--- config.mk ---
export PLATFORM = sky130hd
export DESIGN_NAME = ula_io_port
export DESIGN_NICKNAME = d
export VERILOG_FILES = /design/src/rtl/ula_io_port_pkg.sv /design/src/rtl/ula_io_port_sigma_delta_dac.sv /design/src/rtl/ula_io_port.sv
export SDC_FILE = /design/constraint.sdc
export NUM_CORES = 1
export LEC_CHECK = 0
export CAP_MARGIN = 20
export CORE_MARGIN = 2
export CORE_UTILIZATION = 46
export DETAILED_ROUTE_END_ITERATION = 10
export PLACE_DENSITY = 0.76
export REMOVE_ABC_BUFFERS = 1
export SLEW_MARGIN = 20
export SYNTH_ARGS = -nofsm -noshare
export SYNTH_HDL_FRONTEND = slang
export SYNTH_SLANG_ARGS = --single-unit
--- constraint.sdc ---
create_clock -name clk -period 2.2 [get_ports clk]
set_input_delay 0.66 -clock clk [delete_from_list [all_inputs] [get_ports clk]]
set_output_delay 0.66 -clock clk [all_outputs]
set_load 0.005 [all_outputs]
--- src/rtl/ula_io_port_pkg.sv ---
// Shared definitions for the ULA port 0xFE block: port decode, mix modes,
// default mix weights and small arithmetic helpers used by the mixer.
package ula_io_port_pkg;

    // ULA answers every even port: only A0 is decoded, and it must be low.
    localparam logic [15:0] ULA_PORT_MASK  = 16'h0001;
    localparam logic [15:0] ULA_PORT_MATCH = 16'h0000;

    // Audio mix routing selected by mix_mode.
    typedef enum logic [1:0] {
        MIX_MONO  = 2'd0,   // beeper + MIC + EAR on both channels
        MIX_SPLIT = 2'd1,   // beeper left, tape (MIC + EAR) right
        MIX_MUTE  = 2'd2,   // silence
        MIX_BEEP  = 2'd3    // beeper only, both channels
    } mix_mode_e;

    // Default 8-bit mix weights and activity hold time.
    localparam int DEF_BEEP_W   = 160;
    localparam int DEF_MIC_W    = 32;
    localparam int DEF_EAR_W    = 48;
    localparam int DEF_ACT_HOLD = 65535;

    // Gate an 8-bit weight by a single source bit, widened for summing.
    function automatic logic [9:0] weigh(input logic src, input logic [7:0] w);
        return src ? {2'b00, w} : 10'd0;
    endfunction

    // Clamp a mixer sum to the 8-bit level range.
    function automatic logic [7:0] sat_level(input logic [9:0] sum);
        return (sum > 10'd255) ? 8'hFF : sum[7:0];
    endfunction

endpackage

--- src/rtl/ula_io_port_sigma_delta_dac.sv ---
// Per-channel quantiser: reduces an IN_BITS level to OUT_BITS either by plain
// truncation or by first-order error feedback (the dropped fraction bits are
// carried into the next sample so the time-average tracks the level).
module sigma_delta_dac #(
    parameter int IN_BITS  = 8,
    parameter int OUT_BITS = 4,
    parameter int DITHER   = 1
) (
    input  logic                clk,
    input  logic                reset,
    input  logic [IN_BITS-1:0]  level,
    output logic [OUT_BITS-1:0] dac_out
);

    localparam int F = IN_BITS - OUT_BITS;

    logic [OUT_BITS-1:0] out_q;

    generate
        if (F == 0) begin : g_full
            // Output is as wide as the level: no fraction to carry.
            always_ff @(posedge clk or posedge reset) begin
                if (reset) out_q <= '0;
                else       out_q <= level;
            end
        end else if (DITHER == 0) begin : g_trunc
            logic unused_frac;
            assign unused_frac = ^level[F-1:0];

            // Plain truncation: keep the top OUT_BITS of the level.
            always_ff @(posedge clk or posedge reset) begin
                if (reset) out_q <= '0;
                else       out_q <= level[IN_BITS-1 -: OUT_BITS];
            end
        end else begin : g_sigma
            logic [F-1:0]   err_q;
            logic [F-1:0]   err_d;
            logic [IN_BITS:0] sum;
            logic [OUT_BITS-1:0] out_d;

            // Add the carried fraction; an overflow pins the output at full
            // scale and freezes the error so it cannot wind up.
            always_comb begin
                sum   = {1'b0, level} + {{(IN_BITS + 1 - F){1'b0}}, err_q};
                out_d = '1;
                err_d = err_q;
                if (!sum[IN_BITS]) begin
                    out_d = sum[IN_BITS-1 -: OUT_BITS];
                    err_d = sum[F-1:0];
                end
            end

            // Output sample and error accumulator registers.
            always_ff @(posedge clk or posedge reset) begin
                if (reset) begin
                    out_q <= '0;
                    err_q <= '0;
                end else begin
                    out_q <= out_d;
                    err_q <= err_d;
                end
            end
        end
    endgenerate

    assign dac_out = out_q;

endmodule

--- src/rtl/ula_io_port.sv ---
// ULA port 0xFE: decodes CPU I/O cycles, latches border/MIC/beeper on writes,
// returns keyboard + EAR on reads, mixes the audio sources into per-channel
// levels and quantises them for the audio pins. Also drives a tape activity
// indicator from EAR edges.
module ula_io_port
    import ula_io_port_pkg::*;
#(
    parameter int AUDIO_BITS  = 4,
    parameter int BORDER_BITS = 3,
    parameter int DITHER      = 1,
    parameter int BEEP_W      = DEF_BEEP_W,
    parameter int MIC_W       = DEF_MIC_W,
    parameter int EAR_W       = DEF_EAR_W,
    parameter int ACT_HOLD    = DEF_ACT_HOLD
) (
    input  logic                   clk,
    input  logic                   reset,
    input  logic [15:0]            addr,
    input  logic [7:0]             data_in,
    input  logic                   n_iorq,
    input  logic                   n_wr,
    input  logic                   n_rd,
    input  logic                   n_m1,
    input  logic [4:0]             key_data,
    input  logic                   ear_in,
    input  logic [1:0]             mix_mode,
    output logic                   rd_sel,
    output logic [7:0]             rd_data,
    output logic [BORDER_BITS-1:0] border_color,
    output logic [AUDIO_BITS-1:0]  audio_l,
    output logic [AUDIO_BITS-1:0]  audio_r,
    output logic                   tape_active
);

    localparam int CNT_W = (ACT_HOLD < 1) ? 1 : $clog2(ACT_HOLD + 1);
    localparam logic [CNT_W-1:0] ACT_LOAD = CNT_W'(ACT_HOLD);
    localparam logic [7:0] BEEP_W8 = BEEP_W[7:0];
    localparam logic [7:0] MIC_W8  = MIC_W[7:0];
    localparam logic [7:0] EAR_W8  = EAR_W[7:0];

    // ------------------------------------------------------------------
    // Bus decode
    // ------------------------------------------------------------------
    logic port_hit;
    logic we;
    logic strobe;

    assign port_hit = ((addr & ULA_PORT_MASK) == ULA_PORT_MATCH);
    // M1 together with IORQ is an interrupt acknowledge, never a port access.
    assign we       = port_hit & ~n_iorq & ~n_wr & n_m1;
    assign rd_sel   = port_hit & ~n_iorq & ~n_rd & n_m1;

    // ------------------------------------------------------------------
    // Write latch
    // ------------------------------------------------------------------
    logic                   we_q;
    logic [BORDER_BITS-1:0] border_q, border_d;
    logic                   beep_q, beep_d;
    logic                   mic_q, mic_d;
    logic [BORDER_BITS-1:0] border_wr;

    assign strobe = we & ~we_q;

    // Border bits 0..2 are the classic colour; wider palettes take their
    // extra bits from data_in[7:5] upward, anything beyond that reads zero.
    genvar gi;
    generate
        for (gi = 0; gi < BORDER_BITS; gi++) begin : g_border
            if (gi < 3) begin : g_lo
                assign border_wr[gi] = data_in[gi];
            end else if (gi < 6) begin : g_hi
                assign border_wr[gi] = data_in[gi + 2];
            end else begin : g_zero
                assign border_wr[gi] = 1'b0;
            end
        end
    endgenerate

    logic unused_data;
    assign unused_data = ^{data_in[7:5]};

    // Latch border/MIC/beeper once per write cycle, on the strobe's rising edge.
    always_comb begin
        border_d = border_q;
        beep_d   = beep_q;
        mic_d    = mic_q;
        if (strobe) begin
            border_d = border_wr;
            mic_d    = data_in[3];
            beep_d   = data_in[4];
        end
    end

    // Port registers. we_q resets high so a write still held when reset is
    // released is treated as already seen and does not latch.
    always_ff @(posedge clk or posedge reset) begin
        if (reset) begin
            we_q     <= 1'b1;
            border_q <= '0;
            beep_q   <= 1'b0;
            mic_q    <= 1'b0;
        end else begin
            we_q     <= we;
            border_q <= border_d;
            beep_q   <= beep_d;
            mic_q    <= mic_d;
        end
    end

    assign border_color = border_q;

    // ------------------------------------------------------------------
    // EAR synchroniser and tape activity
    // ------------------------------------------------------------------
    logic             ear_meta_q;
    logic             ear_sync_q;
    logic             ear_q;
    logic [CNT_W-1:0] act_cnt_q, act_cnt_d;

    // Activity hold: reload on every EAR edge, otherwise count down to zero.
    always_comb begin
        act_cnt_d = act_cnt_q;
        if (ear_sync_q != ear_q) begin
            act_cnt_d = ACT_LOAD;
        end else if (act_cnt_q != '0) begin
            act_cnt_d = act_cnt_q - 1'b1;
        end
    end

    // Two-flop synchroniser, edge-detect delay and activity counter.
    always_ff @(posedge clk or posedge reset) begin
        if (reset) begin
            ear_meta_q <= 1'b0;
            ear_sync_q <= 1'b0;
            ear_q      <= 1'b0;
            act_cnt_q  <= '0;
        end else begin
            ear_meta_q <= ear_in;
            ear_sync_q <= ear_meta_q;
            ear_q      <= ear_sync_q;
            act_cnt_q  <= act_cnt_d;
        end
    end

    assign tape_active = (act_cnt_q != '0);
    assign rd_data     = {1'b1, ear_sync_q, 1'b1, key_data};

    // ------------------------------------------------------------------
    // Mixer
    // ------------------------------------------------------------------
    logic [7:0] level_l_q, level_l_d;
    logic [7:0] level_r_q, level_r_d;
    logic [9:0] beep_term, tape_term, mono_term;

    // Route weighted sources to each channel according to the mix mode.
    always_comb begin
        beep_term = weigh(beep_q, BEEP_W8);
        tape_term = weigh(mic_q, MIC_W8) + weigh(ear_sync_q, EAR_W8);
        mono_term = beep_term + tape_term;
        level_l_d = 8'd0;
        level_r_d = 8'd0;
        case (mix_mode_e'(mix_mode))
            MIX_MONO: begin
                level_l_d = sat_level(mono_term);
                level_r_d = sat_level(mono_term);
            end
            MIX_SPLIT: begin
                level_l_d = sat_level(beep_term);
                level_r_d = sat_level(tape_term);
            end
            MIX_BEEP: begin
                level_l_d = sat_level(beep_term);
                level_r_d = sat_level(beep_term);
            end
            default: begin
                level_l_d = 8'd0;
                level_r_d = 8'd0;
            end
        endcase
    end

    // Registered channel levels feeding the quantisers.
    always_ff @(posedge clk or posedge reset) begin
        if (reset) begin
            level_l_q <= 8'd0;
            level_r_q <= 8'd0;
        end else begin
            level_l_q <= level_l_d;
            level_r_q <= level_r_d;
        end
    end

    // ------------------------------------------------------------------
    // Quantisers
    // ------------------------------------------------------------------
    sigma_delta_dac #(
        .IN_BITS (8),
        .OUT_BITS(AUDIO_BITS),
        .DITHER  (DITHER)
    ) u_dac_l (
        .clk    (clk),
        .reset  (reset),
        .level  (level_l_q),
        .dac_out(audio_l)
    );

    sigma_delta_dac #(
        .IN_BITS (8),
        .OUT_BITS(AUDIO_BITS),
        .DITHER  (DITHER)
    ) u_dac_r (
        .clk    (clk),
        .reset  (reset),
        .level  (level_r_q),
        .dac_out(audio_r)
    );

endmodule

==> results of run 1 <==
Yosys cell counts (2+ instances only):
cell	count	area share, %
and2_1	8	1.8
nor3_1	9	1.6
o21ai_0	8	1.5
a21boi_0	3	0.82
xnor2_1	3	0.96
and4_1	3	0.96
nand2_1	13	1.8
a31oi_1	4	0.91
nor3_2	2	0.73
mux2_2	12	4.9
a21o_1	4	1.1
fa_1	3	2.2
xor2_1	3	0.96
or4_1	2	0.55
buf_4	8	2.2
clkbuf_1	4	0.55
nor2_1	20	2.7
nor4_1	2	0.46
a22o_1	3	0.96
dfrtp_1	49	45
and3_1	3	0.68
nand4_1	3	0.68
or2_2	2	0.46
mux2i_1	10	3.6
o21ai_1	3	0.55
nand3_1	11	2.0
nor2b_1	3	0.68
a21oi_1	16	2.9
inv_1	9	1.2
ha_1	12	5.5
routing by layer:
layer  vias up  routed length, um
li1       1028                  -
met1       991               2440
met2        53               2270
met3         4                183
met4         0                 65
met5         -                  0
worst paths after layout:
check | startpoint | endpoint
max | act_cnt_q[12] | tape_active
min | ear_meta_q | ear_sync_q
max reg2reg | level_r_q[3] | u_dac_l.g_sigma.err_q[2]
min reg2reg | ear_meta_q | ear_sync_q
max in group asynchronous | reset | act_cnt_q[7]
min in group asynchronous | reset | mic_q
through the flow:
stage,cell area (sq um),power [mW],worst slack [ns],utilization [%],cells
floorplan,2670,1.47,0.0520,-,249
global placement,3240,1.66,-0.272,55.3,376
detailed placement,3240,1.68,-0.274,55.3,376
CTS,3360,2.33,0.00925,57.4,386
global route,3370,2.46,-0.0388,57.6,387
finish,3370,2.30,0.0362,57.6,387
flip-flops by register name (all words and copies together) (netlist names), 3 cells and up:
name,count
u_dac_l.g_sigma.err_q,4
level_l_q,4
u_dac_l.dac_out,4
level_r_q,5
act_cnt_q,16
u_dac_r.g_sigma.err_q,4
u_dac_r.dac_out,4
border_color,3
cell families after synthesis:
kind of cell	after synthesis
other cells	1
fa+ha+maj	15
simple gates	94
mux	22
flops	50
buf+inv	22
xor+xnor	6
compound gates	51
worst max-delay path, delay by kind of cell (launching register included):
kind	cells	cell delay [ns]
flops	1	0.40
simple gates	3	0.53
buf+inv	2	0.28
where the power goes:
group	switching, mW	total (mW)	internal [mW]
Combinational	0.210	0.504	0.294
Clock	0.300	0.639	0.339
Sequential	0.105	1.16	1.05
timing repair:
item | in CTS | in global routing
pin swaps | 1 | 3
setup buffers | 2 | 1
gates resized for setup | 6 | 4
setup endpoints to repair | 2 | 2
placed cells by master, fill, tap and decap left out, types with 4 or more instances in the layout:
cell,n
clkdlybuf4s50_1,26
a31oi_1,4
nand3_1,11
o21ai_0,8
inv_1,8
buf_4,26
and2_1,8
a21o_1,4
nand2_1,12
mux2i_1,10
ha_1,12
a21oi_1,16
clkbuf_8,5
dfrtp_1,49
nor2_1,20
mux2_2,12
nor3_1,9
cell type report:
cell class,count,area share [%]
Clock buffer,6,2.15
Sequential cell,50,37.2
Inverter,9,1.00
Multi-Input combinational cell,190,41.2
Clock inverter,2,1.11
Tap cell,75,2.78
Timing Repair Buffer,55,14.6
==> results.yml, run 1 <==
detailed_routing:
  routedWlPerCell_um: 12.8
  viasPerCell: 5.36
  drt_iter0_drc: 108
  dr.pass1.iters: 4
  vias: 2076
  wl_um: 4960
  drc: 0
  drtAntennaViolNets: 0
global_routing:
  grt_max_degree: 24
  grt_antenna_before_repair: 0
  use_met1_pct: 24.0
  use_met3_pct: 3.56
  top_usage_layer: "met2"
  grt.met2_usage_pct: 26.3
  grt_usage_pct: 17.1
  grt-ovfl-total: 0
  grt_pass1_wl_um: 8810
  grt_pass1_vias: 2032
synthesis:
  synth-xor-area-share_pct: 1.91
  synth-compound-area-share_pct: 11.8
  synthAdderAreaFrac_pct: 7.65
  synth_warnings: 0
  ys_types: 56
  synthArstFlopShare_pct: 100
  ys_seq_elements: 50
  syn_inst: 261
  synth_simple_gate_area_share_pct: 20.2
  ys.flop_type: "dfrtp_1"
  avgSynthCellArea_sq_um: 10.5
  muxShareOfSynthArea_pct: 8.56
  synth_top_family_by_area: "simple AND/OR/NAND/NOR gates"
  ys_seq_area_share_pct: 45.6
  netlist_area_sq_mm: 0.00275
  synth_edf_count: 0
die:
  die_x_um: 81.3
  core_area_sq_mm: 0.00585
  die_h_um: 81.3
  start_util_pct: 46.9
  ios: 59
  dieArea_sq_mm: 0.00660
  rows: 28
worst_setup_path:
  worst_r2r_path_depth: 6
  cp_data_required_time_ns: 1.54
  path_cells: "nor4_2 -> buf_4 -> and4_4 -> nand2_2 -> buf_6"
  crit_path_start_kind: "flop"
  cpMaxStageDelayCell: "dfrtp_1"
  cp-end-kind: "primary output"
  worstPathArrival_ns: 1.50
  critPathKind: "reg -> out"
  reg2reg_slack_ns: 0.09
  cpPeakStageDelay_ns: 0.40
  crit_fanout: 2
cells_and_area:
  nFillCells: 504
  area_growth_pct: 22.7
  multiInputGateArea_sq_mm: 0.00139
  nets: 364
  drive_gt1_share_pct: 20.5
  regArea_sq_mm: 0.00125
  n_antenna_cell: 0
clock_network:
  clkSlewWorstSetupHoldPaths_ns: 0.09
  cts_max_path_buffers: 2
  root_buffer: "clkbuf_8"
  cts_num_sinks: 50
  ctsHoldBuffers: 0
  cts_tree: "done"
  cts_buffers: 5
  cts_max_level: 2
  clk_latency_ns: 0.30
power_and_ir_drop:
  p_leak_nw: 1.50
  ir_drop_v: 0.000398
  powerDensity_mw_per_mm2: 682
timing:
  fin_crit_ns: 2.16
  hold_violations: 0
  drv_slew: 0
  worstMarginPinSlew_ns: 0.642
  min_period_over_period_pct: 98.4
  timing.fmax_mhz: 462
  tns_ns: 0
  rsz0062_at_grt: "yes"
  hold_ws_ns: 0.355
  clock_skew_ns: 0.00899
  relSlewSlack_pct: 56.8
  setup_viol: 0
flow_run:
  drv_cap: 0
hold_path:
  hold-path-cell-count: 0
  hold_path.class: "reg -> reg"
placement:
  place_hpwl_um: 3680
  portBuffers: 28
  gp_congestion: 0.842
run_status:
  outcome: "complete, no violations"
No activity file was read; power rests on OpenSTA's default activity.
==> inputs of run 2 (changes only) <==
Settings changed: CORE_UTILIZATION 46 to 51, PLACE_DENSITY 0.76 to 0.8, SLEW_MARGIN 20 to default.
Clock period 2.2 ns to 2.17 ns, I/O delays scaled along.
==> run 2 against run 1 <==
  * Wire length is 4.0% higher
  * Clock skew is 0.00055 ns lower
  * Utilization is 7.6 points higher
  * Count of clock-buffer cells in the layout is 2 higher
  * Sequential cell count stayed put
  * Sequential share of layout area is 0.24 points higher
  * Register-to-register slack hardly changed
  * Via count hardly changed
  * Critical path type unchanged
  * Highest routed layer unchanged
==> results.yml, run 2 (same netlist as run 1, synthesis figures left out) <==
run_status:
  outcome: "complete, no violations"
global_routing:
  grt_usage_pct: 19.4
  grt_antenna_before_repair: 0
  grt_pass1_wl_um: 9380
  grt_pass1_vias: 2108
  grt_max_degree: 25
  grt-ovfl-total: 0
placement:
  portBuffers: 28
  place_hpwl_um: 3880
  gp_congestion: 0.834
  placed_area_sq_mm: 0.00324
  placedCellCount: 372
power_and_ir_drop:
  power_mw: 2.24
  powerDensity_mw_per_mm2: 668
  ir_drop_v: 0.000483
  p_leak_nw: 1.52
clock_network:
  clk_latency_ns: 0.30
  root_buffer: "clkbuf_8"
  cts_buffers: 5
  ctsHoldBuffers: 0
  cts_tree: "done"
  cts_max_level: 2
  cts_max_path_buffers: 2
  cts_num_sinks: 50
  clkSlewWorstSetupHoldPaths_ns: 0.09
timing:
  min_period_over_period_pct: 97.3
  worstMarginPinSlew_ns: 0.663
  timing.fmax_mhz: 474
  fin_crit_ns: 2.11
  setup_viol: 0
  hold_violations: 0
  drv_slew: 0
  relSlewSlack_pct: 55.4
  clock_skew_ns: 0.00843
  rsz0062_at_grt: "yes"
  hold_ws_ns: 0.360
cells_and_area:
  n_antenna_cell: 0
  area_growth_pct: 22.0
  nets: 364
  drive_gt1_share_pct: 19.9
  largest_register_ffs: 16
  final_cell_area_sq_mm: 0.00335
  final_cell_mix: "dfrtp_1, buf_4, clkdlybuf4s50_1"
  final_common_cell: "dfrtp_1"
  nFillCells: 439
  fin_cells: 382
  reg_top3: "act_cnt_q x16, level_r_q x5"
  regMostFlops: "act_cnt_q"
worst_setup_path:
  r2r_end: "u_dac_r.g_sigma.err_q[3]"
  crit_path_start_kind: "flop"
  worst_r2r_path_depth: 6
  worstSetupStartpoint: "act_cnt_q[11]"
  critPathKind: "reg -> out"
  cp-end-kind: "primary output"
  reg2reg_slack_ns: 0.10
  cp_data_required_time_ns: 1.52
  worstPathArrival_ns: 1.46
  r2r-start: "level_r_q[3]"
  setup.worst_path.end: "tape_active"
  crit_fanout: 2
detailed_routing:
  routedWlPerCell_um: 13.5
  drtAntennaViolNets: 0
  dr.pass1.iters: 4
  drc: 0
  vias: 2078
  viasPerCell: 5.44
  drt_iter0_drc: 118
  wl_um: 5160
die:
  start_util_pct: 53.4
  core_area_sq_mm: 0.00514
  dieArea_sq_mm: 0.00599
  die_x_um: 77.4
  rows: 26
  ios: 59
  die_h_um: 77.4
flow_run:
  drv_cap: 0
hold_path:
  hold_path.class: "reg -> reg"
[run 2: routing by layer]
layer	up-vias	GRT usage [%]	share of wire, %
met5	-	0	0
met3	11	4.30	3.6
met1	985	25.8	47
met2	49	31.6	48
li1	1033	-	-
met4	0	6.79	1.8
[run 2: cell type report]
class                      instances  area [sq um]  area share, %
multi-input combinational        190          1400           41.7
sequential                        50          1250           37.4
timing repair buffer              55           490           14.6
clock buffer                       8          90.1           2.69
tap                               70          87.6           2.61
inverter                           9          33.8           1.01
[run 2: critical path, cell delays in order (launching register included)]
cell and delay [ns]:
dfrtp_1 0.41, nor4_4 0.32, and4_1 0.24, nand2_1 0.06, buf_2 0.13
[run 2: stage by stage]
stage / setup slack [ns] / util [%] / setup TNS (ns)
finish: 0.0594 / 65.2 / 0
global route: -0.00688 / 65.2 / -0.00688
CTS: 0.0388 / 65.0 / 0
detailed placement: -0.327 / 63.0 / -0.327
global placement: -0.278 / 63.0 / -0.278
floorplan: 0.0220 / - / 0
[run 2: power by group]
| group | switching [mW] | internal (mW) | leakage, nW |
|---|---|---|---|
| combinational | 0.216 | 0.301 | 0.896 |
| sequential | 0.107 | 1.07 | 0.579 |
| clock | 0.287 | 0.260 | 0.0455 |
| total | 0.610 | 1.63 | 1.52 |
[run 2: worst min path at each step]
stage / start / to / cells past startpoint
floorplan: ear_meta_q / ear_sync_q / 0
global placement: ear_meta_q / ear_sync_q / 0
detailed placement: ear_meta_q / ear_sync_q / 0
CTS: ear_meta_q / ear_sync_q / 0
global route: ear_meta_q / ear_sync_q / 0
finish: ear_meta_q / ear_sync_q / 0
[run 2: what timing repair did]
action                                  CTS  global route
buffers inserted                          2             0
endpoints found under the setup margin    2             5
pin swaps                                 3             3
hold endpoints to repair                  0             0
resized for setup                         9             3
